## src/rtl/idli_pkg.sv

```systemverilog
// Shared types for the idli serial core: 4b slices, 16b words, slice phase
// counter, and the gather-side state encoding.
package idli_pkg;

    localparam int unsigned SLICE_W         = 4;
    localparam int unsigned DATA_W          = 16;
    localparam int unsigned CTR_W           = 2;
    localparam int unsigned SLICES_PER_WORD = 4;

    typedef logic [SLICE_W-1:0] slice_t;
    typedef logic [DATA_W-1:0]  data_t;
    typedef logic [CTR_W-1:0]   ctr_t;

    typedef enum logic {
        GATHER_IDLE    = 1'b0,
        GATHER_COLLECT = 1'b1
    } gather_state_t;

    localparam ctr_t  CTR_FIRST = 2'd0;
    localparam ctr_t  CTR_ONE   = 2'd1;
    localparam ctr_t  CTR_LAST  = 2'(SLICES_PER_WORD - 1);
    localparam data_t DATA_ZERO = 16'h0000;

    // Return word with the slice at phase pos replaced by s.
    function automatic data_t insert_slice(input data_t word, input ctr_t pos,
                                           input slice_t s);
        data_t       r;
        int unsigned lsb;
        r   = word;
        lsb = int'(pos) * SLICE_W;
        r[lsb +: SLICE_W] = s;
        return r;
    endfunction

endpackage

```

## src/rtl/idli_word_fifo.sv

```systemverilog
// Small FIFO of completed words. The head is held in a register so the
// consumer sees a clean output; o_full also counts a slot reserved for a
// word that is still being assembled upstream.
module idli_word_fifo
    import idli_pkg::*;
#(
    parameter int unsigned DEPTH = 2
) (
    input  logic  i_clk,
    input  logic  i_rst_n,
    input  logic  i_push,
    input  data_t i_wdata,
    input  logic  i_pop,
    input  logic  i_reserve,
    output logic  o_full,
    output logic  o_vld,
    output data_t o_head
);

    localparam int unsigned PTR_W = (DEPTH > 1) ? $clog2(DEPTH) : 1;
    localparam int unsigned CNT_W = $clog2(DEPTH) + 1;
    localparam int unsigned OCC_W = CNT_W + 1;

    localparam logic [PTR_W-1:0] PTR_ZERO  = PTR_W'(0);
    localparam logic [PTR_W-1:0] PTR_ONE   = PTR_W'(1);
    localparam logic [PTR_W-1:0] PTR_LAST  = PTR_W'(DEPTH - 1);
    localparam logic [CNT_W-1:0] CNT_ZERO  = CNT_W'(0);
    localparam logic [CNT_W-1:0] CNT_ONE   = CNT_W'(1);
    localparam logic [CNT_W-1:0] CNT_DEPTH = CNT_W'(DEPTH);
    localparam logic [OCC_W-1:0] OCC_DEPTH = OCC_W'(DEPTH);

    // Advance a pointer, wrapping modulo DEPTH.
    function automatic logic [PTR_W-1:0] ptr_inc(input logic [PTR_W-1:0] p);
        logic [PTR_W-1:0] r;
        if (p == PTR_LAST) begin
            r = PTR_ZERO;
        end else begin
            r = p + PTR_ONE;
        end
        return r;
    endfunction

    data_t            mem_q [DEPTH];
    logic [PTR_W-1:0] wr_ptr_q, wr_ptr_d;
    logic [PTR_W-1:0] rd_ptr_q, rd_ptr_d;
    logic [CNT_W-1:0] count_q, count_d;
    logic [OCC_W-1:0] occ_d;
    data_t            head_q, head_d;
    logic             vld_q, full_q, full_d;
    logic             push_s, pop_s;

    // Next-state of pointers, occupancy, registered head and full flag.
    always_comb begin
        pop_s    = i_pop && (count_q != CNT_ZERO);
        push_s   = i_push && ((count_q != CNT_DEPTH) || pop_s);
        wr_ptr_d = wr_ptr_q;
        rd_ptr_d = rd_ptr_q;
        count_d  = count_q;
        head_d   = head_q;

        if (push_s) begin
            wr_ptr_d = ptr_inc(wr_ptr_q);
        end else begin
            wr_ptr_d = wr_ptr_q;
        end

        if (pop_s) begin
            rd_ptr_d = ptr_inc(rd_ptr_q);
        end else begin
            rd_ptr_d = rd_ptr_q;
        end

        case ({push_s, pop_s})
            2'b10:   count_d = count_q + CNT_ONE;
            2'b01:   count_d = count_q - CNT_ONE;
            default: count_d = count_q;
        endcase

        // An incoming word becomes head when nothing older will remain.
        if (count_d == CNT_ZERO) begin
            head_d = DATA_ZERO;
        end else if (push_s && ((count_q == CNT_ZERO) ||
                                (pop_s && (count_q == CNT_ONE)))) begin
            head_d = i_wdata;
        end else if (pop_s) begin
            head_d = mem_q[rd_ptr_d];
        end else begin
            head_d = head_q;
        end

        occ_d  = OCC_W'(count_d) + OCC_W'(i_reserve);
        full_d = (occ_d >= OCC_DEPTH);
    end

    // Storage array: written on push, cleared on reset.
    always_ff @(posedge i_clk or negedge i_rst_n) begin
        if (!i_rst_n) begin
            for (int i = 0; i < int'(DEPTH); i++) begin
                mem_q[i] <= DATA_ZERO;
            end
        end else if (push_s) begin
            mem_q[wr_ptr_q] <= i_wdata;
        end else begin
            mem_q <= mem_q;
        end
    end

    // Control state and registered outputs.
    always_ff @(posedge i_clk or negedge i_rst_n) begin
        if (!i_rst_n) begin
            wr_ptr_q <= PTR_ZERO;
            rd_ptr_q <= PTR_ZERO;
            count_q  <= CNT_ZERO;
            head_q   <= DATA_ZERO;
            vld_q    <= 1'b0;
            full_q   <= 1'b0;
        end else begin
            wr_ptr_q <= wr_ptr_d;
            rd_ptr_q <= rd_ptr_d;
            count_q  <= count_d;
            head_q   <= head_d;
            vld_q    <= (count_d != CNT_ZERO);
            full_q   <= full_d;
        end
    end

    assign o_full = full_q;
    assign o_vld  = vld_q;
    assign o_head = head_q;

endmodule

```

## src/rtl/idli_slice_gather.sv

```systemverilog
// Receive side of the slice stream: assembles four phase-tagged 4b slices
// into a 16b word and queues finished words for a valid/ready consumer.
// A FIFO slot is reserved when a word starts, so the final beat always has
// room to land.
module idli_slice_gather
    import idli_pkg::*;
#(
    parameter int unsigned DEPTH = 2
) (
    input  logic        i_clk,
    input  logic        i_rst_n,
    input  logic        i_slice_vld,
    input  logic [3:0]  i_slice,
    input  logic [1:0]  i_ctr,
    output logic        o_busy,
    output logic        o_err,
    output logic        o_vld,
    output logic [15:0] o_data,
    input  logic        i_rdy
);

    gather_state_t state_q;
    ctr_t          exp_ctr_q;
    data_t         asm_q;
    logic          err_q;

    logic          busy_s;
    logic          start_s;
    logic          advance_s;
    logic          push_s;
    logic          abort_s;
    logic          reserve_s;
    logic          pop_s;
    logic          fifo_vld_s;
    data_t         fifo_head_s;
    data_t         word_s;

    // Classify this cycle's beat against the gather state.
    always_comb begin
        start_s   = 1'b0;
        advance_s = 1'b0;
        push_s    = 1'b0;
        abort_s   = 1'b0;
        case (state_q)
            GATHER_IDLE: begin
                if (i_slice_vld) begin
                    if (i_ctr == CTR_FIRST) begin
                        // A refused word start is silent: the sender sees o_busy.
                        if (!busy_s) begin
                            start_s = 1'b1;
                        end else begin
                            start_s = 1'b0;
                        end
                    end else begin
                        abort_s = 1'b1;
                    end
                end else begin
                    abort_s = 1'b0;
                end
            end
            GATHER_COLLECT: begin
                if (i_slice_vld && (i_ctr == exp_ctr_q)) begin
                    if (exp_ctr_q == CTR_LAST) begin
                        push_s = 1'b1;
                    end else begin
                        advance_s = 1'b1;
                    end
                end else begin
                    abort_s = 1'b1;
                    // A mismatched phase-0 beat restarts assembly at once.
                    if (i_slice_vld && (i_ctr == CTR_FIRST) && !busy_s) begin
                        start_s = 1'b1;
                    end else begin
                        start_s = 1'b0;
                    end
                end
            end
            default: begin
                abort_s = 1'b0;
            end
        endcase
        reserve_s = start_s || advance_s;
        word_s    = insert_slice(asm_q, i_ctr, i_slice);
        pop_s     = fifo_vld_s && i_rdy;
    end

    // Gather FSM: state, expected phase, assembly register, error pulse.
    always_ff @(posedge i_clk or negedge i_rst_n) begin
        if (!i_rst_n) begin
            state_q   <= GATHER_IDLE;
            exp_ctr_q <= CTR_FIRST;
            asm_q     <= DATA_ZERO;
            err_q     <= 1'b0;
        end else begin
            err_q <= abort_s;
            if (start_s) begin
                state_q   <= GATHER_COLLECT;
                exp_ctr_q <= CTR_ONE;
                asm_q     <= insert_slice(DATA_ZERO, CTR_FIRST, i_slice);
            end else if (advance_s) begin
                state_q   <= GATHER_COLLECT;
                exp_ctr_q <= exp_ctr_q + CTR_ONE;
                asm_q     <= word_s;
            end else if (push_s || abort_s) begin
                state_q   <= GATHER_IDLE;
                exp_ctr_q <= CTR_FIRST;
                asm_q     <= asm_q;
            end else begin
                state_q   <= state_q;
                exp_ctr_q <= exp_ctr_q;
                asm_q     <= asm_q;
            end
        end
    end

    idli_word_fifo #(
        .DEPTH (DEPTH)
    ) u_fifo (
        .i_clk     (i_clk),
        .i_rst_n   (i_rst_n),
        .i_push    (push_s),
        .i_wdata   (word_s),
        .i_pop     (pop_s),
        .i_reserve (reserve_s),
        .o_full    (busy_s),
        .o_vld     (fifo_vld_s),
        .o_head    (fifo_head_s)
    );

    assign o_busy = busy_s;
    assign o_err  = err_q;
    assign o_vld  = fifo_vld_s;
    assign o_data = fifo_head_s;

endmodule

```

## config.mk

```make
export PLATFORM = sky130hd
export DESIGN_NAME = idli_slice_gather
export DESIGN_NICKNAME = d
export VERILOG_FILES = /design/src/rtl/idli_pkg.sv /design/src/rtl/idli_word_fifo.sv /design/src/rtl/idli_slice_gather.sv
export SDC_FILE = /design/constraint.sdc
export NUM_CORES = 1
export LEC_CHECK = 0
export CAP_MARGIN = 20
export CORE_MARGIN = 4
export CORE_UTILIZATION = 40
export DETAILED_ROUTE_END_ITERATION = 10
export HOLD_SLACK_MARGIN = 0.15
export SYNTH_ARGS = -nofsm -noshare
export SYNTH_HDL_FRONTEND = slang
export SYNTH_HIERARCHICAL = 1
export SYNTH_SLANG_ARGS = --single-unit
```

## constraint.sdc

```tcl
create_clock -name i_clk -period 2.1 [get_ports i_clk]
set_input_delay 0.21 -clock i_clk [delete_from_list [all_inputs] [get_ports i_clk]]
set_output_delay 0.21 -clock i_clk [all_outputs]
set_load 0.03 [all_outputs]
```

==> flow_metrics.py <==
metrics = {
    "final_layout": {
        "nNetsFinal": 391,
        "area_growth_syn_to_layout_pct": 26.68,
        "final_core_utilization_pct": 51.62,
        "multiInputGateArea_um2": 1767,
        "top_library_cells_by_usage_in_the_layout_fill_and_taps_aside": "sky130_fd_sc_hd__dfrtp_1 (74), sky130_fd_sc_hd__mux2_2 (48), sky130_fd_sc_hd__buf_4 (35)",
        "final_common_cell": "sky130_fd_sc_hd__dfrtp_1",
        "fillCellCount": 798,
        "antenna-diode-count": 0,
        "post_layout_nonfiller_instances": 488,
        "ff_latch_area_um2": 1852,
        "post_route_cells_drive_above_1_share_pct": 36.07,
    },
    "clocking": {
        "cts_inserted_buffers": 9,
        "clock-sinks": 74,
        "cts_setup_buffers": 0,
        "clk_path_buf_depth": 2,
        "cts.reportedPaths.clkPinSlew_ns": 0.09,
        "insertion_delay_ns": 0.36,
        "cts_tree": "built",
        "cts_max_level": 3,
        "clk_root_buffer_cell": "sky130_fd_sc_hd__clkbuf_8",
    },
    "pwr": {
        "power_per_cell_area_nw_per_um2": 889.9,
        "vdd_drop_max_mv": 0.4103,
        "p_leak_nw": 2.221,
    },
    "logic_synthesis": {
        "synthesis.yosys.warnings": 6,
        "xor_xnor_fraction_of_synth_area_pct": 2.037,
        "synth-compound-area-share_pct": 17.33,
        "synth-edff-count": 0,
        "synth-seq-cells": 74,
        "ys_seq_area_share_pct": 49.42,
        "syn_area_um2": 3747,
        "synthesized_area_fraction_occupied_by_and_or_nand_nor_cells_pct": 9.449,
        "synth_adder_area_share_pct": 3.005,
        "synth_ff_type": "sky130_fd_sc_hd__dfrtp_1",
        "synth_top_family_by_area": "compound AO/OA/AOI/OAI gates",
        "synth_cells": 306,
        "post_synth_mux_area_share_pct": 14.69,
        "asyncSetResetFlopFracSynth_pct": 100.0,
        "synth.avg_cell_area_um2": 12.25,
        "postSynthNetCount": 325,
        "synthDistinctLibCells": 54,
    },
    "routing": {
        "route.vias.total": 2685,
        "routedWlPerCell_um": 17.73,
        "drt_iter0_markers": 123,
        "antenna_violating_nets_post_route": 0,
        "dr.pass1.iters": 5,
        "drt_drc_violations_left": 0,
        "routed_wl_mm": 8.654,
        "avgViaCountPerCell": 5.502,
    },
    "sta": {
        "layout_worst_path_cycle_share_pct": 94.61,
        "rsz0062_at_grt": "yes",
        "max-slew-margin-rel_pct": 62.44,
        "worst-slew-pin-transition_ns": 0.5635,
        "maxSlewViolCount": 0,
        "finalHoldViolations": 0,
        "finalCriticalPeriod_ns": 1.987,
        "max_freq_mhz": 503.3,
        "hold_slack_ns": 0.3736,
        "timing.final.setup_violations": 0,
        "final.setup_skew_ns": 0.009006,
    },
    "global_route": {
        "remaining_global_route_overflow": 0,
        "grt_pass1_wl_mm": 13.87,
        "first_global_vias": 2715,
        "globalRouteTotalUtil_pct": 16.07,
        "largest_net_degree_at_the_start_of_global_routing": 43,
        "grt_antenna_before_repair": 0,
    },
    "worst_setup_path": {
        "crit_chain": "xor2_1 -> nor3_2 -> and3_4 -> buf_4 -> nand2_1 -> o22ai_2 -> buf_6 -> a222oi_1 -> nor2_1",
        "worst-endpoint-arrival_ns": 2.27,
        "crit_path_start_kind": "flip-flop",
        "critical-path-max-stage-delay_ns": 0.39,
        "slowest_stage": "sky130_fd_sc_hd__dfrtp_1",
        "worstSetupEndpointType": "flip-flop",
        "worst_path_top_cell_family_by_delay": "simple AND/OR/NAND/NOR gates",
        "timing.setup.critical_path_class": "reg -> reg",
        "count_of_buffer_and_inverter_cells_on_the_critical_path": 2,
        "critical_path.max_fanout": 8,
        "required_ns": 2.38,
    },
    "placed_design": {
        "gp_congestion": 0.7743,
        "port_buffers": 28,
        "dpl.cell_count": 470,
        "hpwlAfterDp_mm": 5.899,
    },
    "die": {
        "chipWidth_um": 104.8,
        "initial_core_util_pct": 40.75,
        "ioPinCount": 29,
        "design.core.area_um2": 9196,
        "placement_rows": 35,
        "die_area_um2": 10980,
        "die_y_um": 104.8,
    },
    "worst_hold_path": {
        "hold_class": "in -> async",
    },
    "outcome": {
        "status": "finished, final reports clean",
    },
    "job": {
        "maxCapViolations": 0,
    },
}
## flip-flops by register name (all words and copies together), names as in the netlist
signal and count:
asm_q 16, exp_ctr_q 2, o_err 1, state_q 1, u_fifo/count_q 2, u_fifo/mem_q 32
u_fifo/o_full 1, u_fifo/o_head 16, u_fifo/o_vld 1, u_fifo/rd_ptr_q 1, u_fifo/wr_ptr_q 1
## timing repair
action	CTS	global route
endpoints found under the hold margin	40	0
cloned	0	1
hold buffers	1	0
setup endpoints to repair	1	33
pin swaps	0	1
resized for setup	2	8
## through the flow
stage | power (mW) | setup slack [ns] | instance area, um^2 | TNS (ns)
after CTS | 4.250 | 0.06117 | 4715 | 0
final | 4.224 | 0.1131 | 4747 | 0
after detailed placement | 2.853 | -0.3133 | 4451 | -11.36
after floorplan | 2.381 | 0.02505 | 3747 | 0
after global routing | 4.428 | -0.02726 | 4747 | -0.03283
after global placement | 2.836 | -0.2709 | 4451 | -9.423
## final cells by class
cell class                 instances  area share [%]
clock inverter                     7           2.609
tap                              111           2.926
sequential                        74           39.01
multi-input combinational        201           37.22
timing repair buffer              71           14.44
inverter                          15           1.186
clock buffer                       9           2.609
## synthesized netlist by cell type, types with 4 or more instances
cell type / n / area share, %
sky130_fd_sc_hd__nand2b_1: 7 / 1.2
sky130_fd_sc_hd__a222oi_1: 16 / 4.3
sky130_fd_sc_hd__nor2_1: 22 / 2.2
sky130_fd_sc_hd__ha_1: 9 / 3.0
sky130_fd_sc_hd__buf_2: 4 / 0.53
sky130_fd_sc_hd__o221a_1: 4 / 1.2
sky130_fd_sc_hd__mux2_2: 48 / 14
sky130_fd_sc_hd__o21ai_1: 6 / 0.80
sky130_fd_sc_hd__nand2_1: 11 / 1.1
sky130_fd_sc_hd__clkbuf_1: 5 / 0.50
sky130_fd_sc_hd__inv_1: 14 / 1.4
sky130_fd_sc_hd__dfrtp_1: 74 / 49
sky130_fd_sc_hd__a21oi_1: 5 / 0.67
sky130_fd_sc_hd__a22o_1: 21 / 4.9
## worst paths after layout
check / slack, ns / depth (start not counted) / to / from
min in group i_clk: 0.51 / 1 / u_fifo/mem_q[0]$_DFFE_PN0P_ / u_fifo/mem_q[0]$_DFFE_PN0P_
setup reg to reg: 0.11 / 9 / u_fifo/o_head[12]$_DFFE_PN0P_ / exp_ctr_q[0]$_DFFE_PN0P_
hold / removal: 0.37 / 2 / u_fifo/mem_q[7]$_DFFE_PN0P_ / i_rst_n
setup / recovery: 0.11 / 9 / u_fifo/o_head[12]$_DFFE_PN0P_ / exp_ctr_q[0]$_DFFE_PN0P_
hold reg to reg: 0.51 / 1 / u_fifo/mem_q[0]$_DFFE_PN0P_ / u_fifo/mem_q[0]$_DFFE_PN0P_
max in group asynchronous: 1.15 / 3 / u_fifo/mem_q[12]$_DFFE_PN0P_ / i_rst_n
## cells by family after synthesis
| family | after synthesis |
|---|---|
| AND/OR/NAND/NOR | 63 |
| multiplexers | 49 |
| AO/OA/AOI/OAI | 73 |
| adder cells (fa/ha/maj) | 9 |
| buffers and inverters | 31 |
| flip-flops | 74 |
| XOR/XNOR | 7 |
## power breakdown
| part | switching, mW | internal [mW] |
|---|---|---|
| clock | 0.584 | 0.800 |
| combinational | 0.728 | 0.531 |
| sequential | 0.0596 | 1.52 |
| total | 1.37 | 2.85 |
## per-layer routing
metal  vias to the layer above  part of all wire [%]  GRT usage (%)
met5                         -                     0              0
met4                         0                   1.1          5.904
met3                         7                   3.1          2.656
met2                        40                    48          26.17
met1                      1355                    48          21.59
li1                       1283                     -              -
No activity file was read; power rests on OpenSTA's default activity.
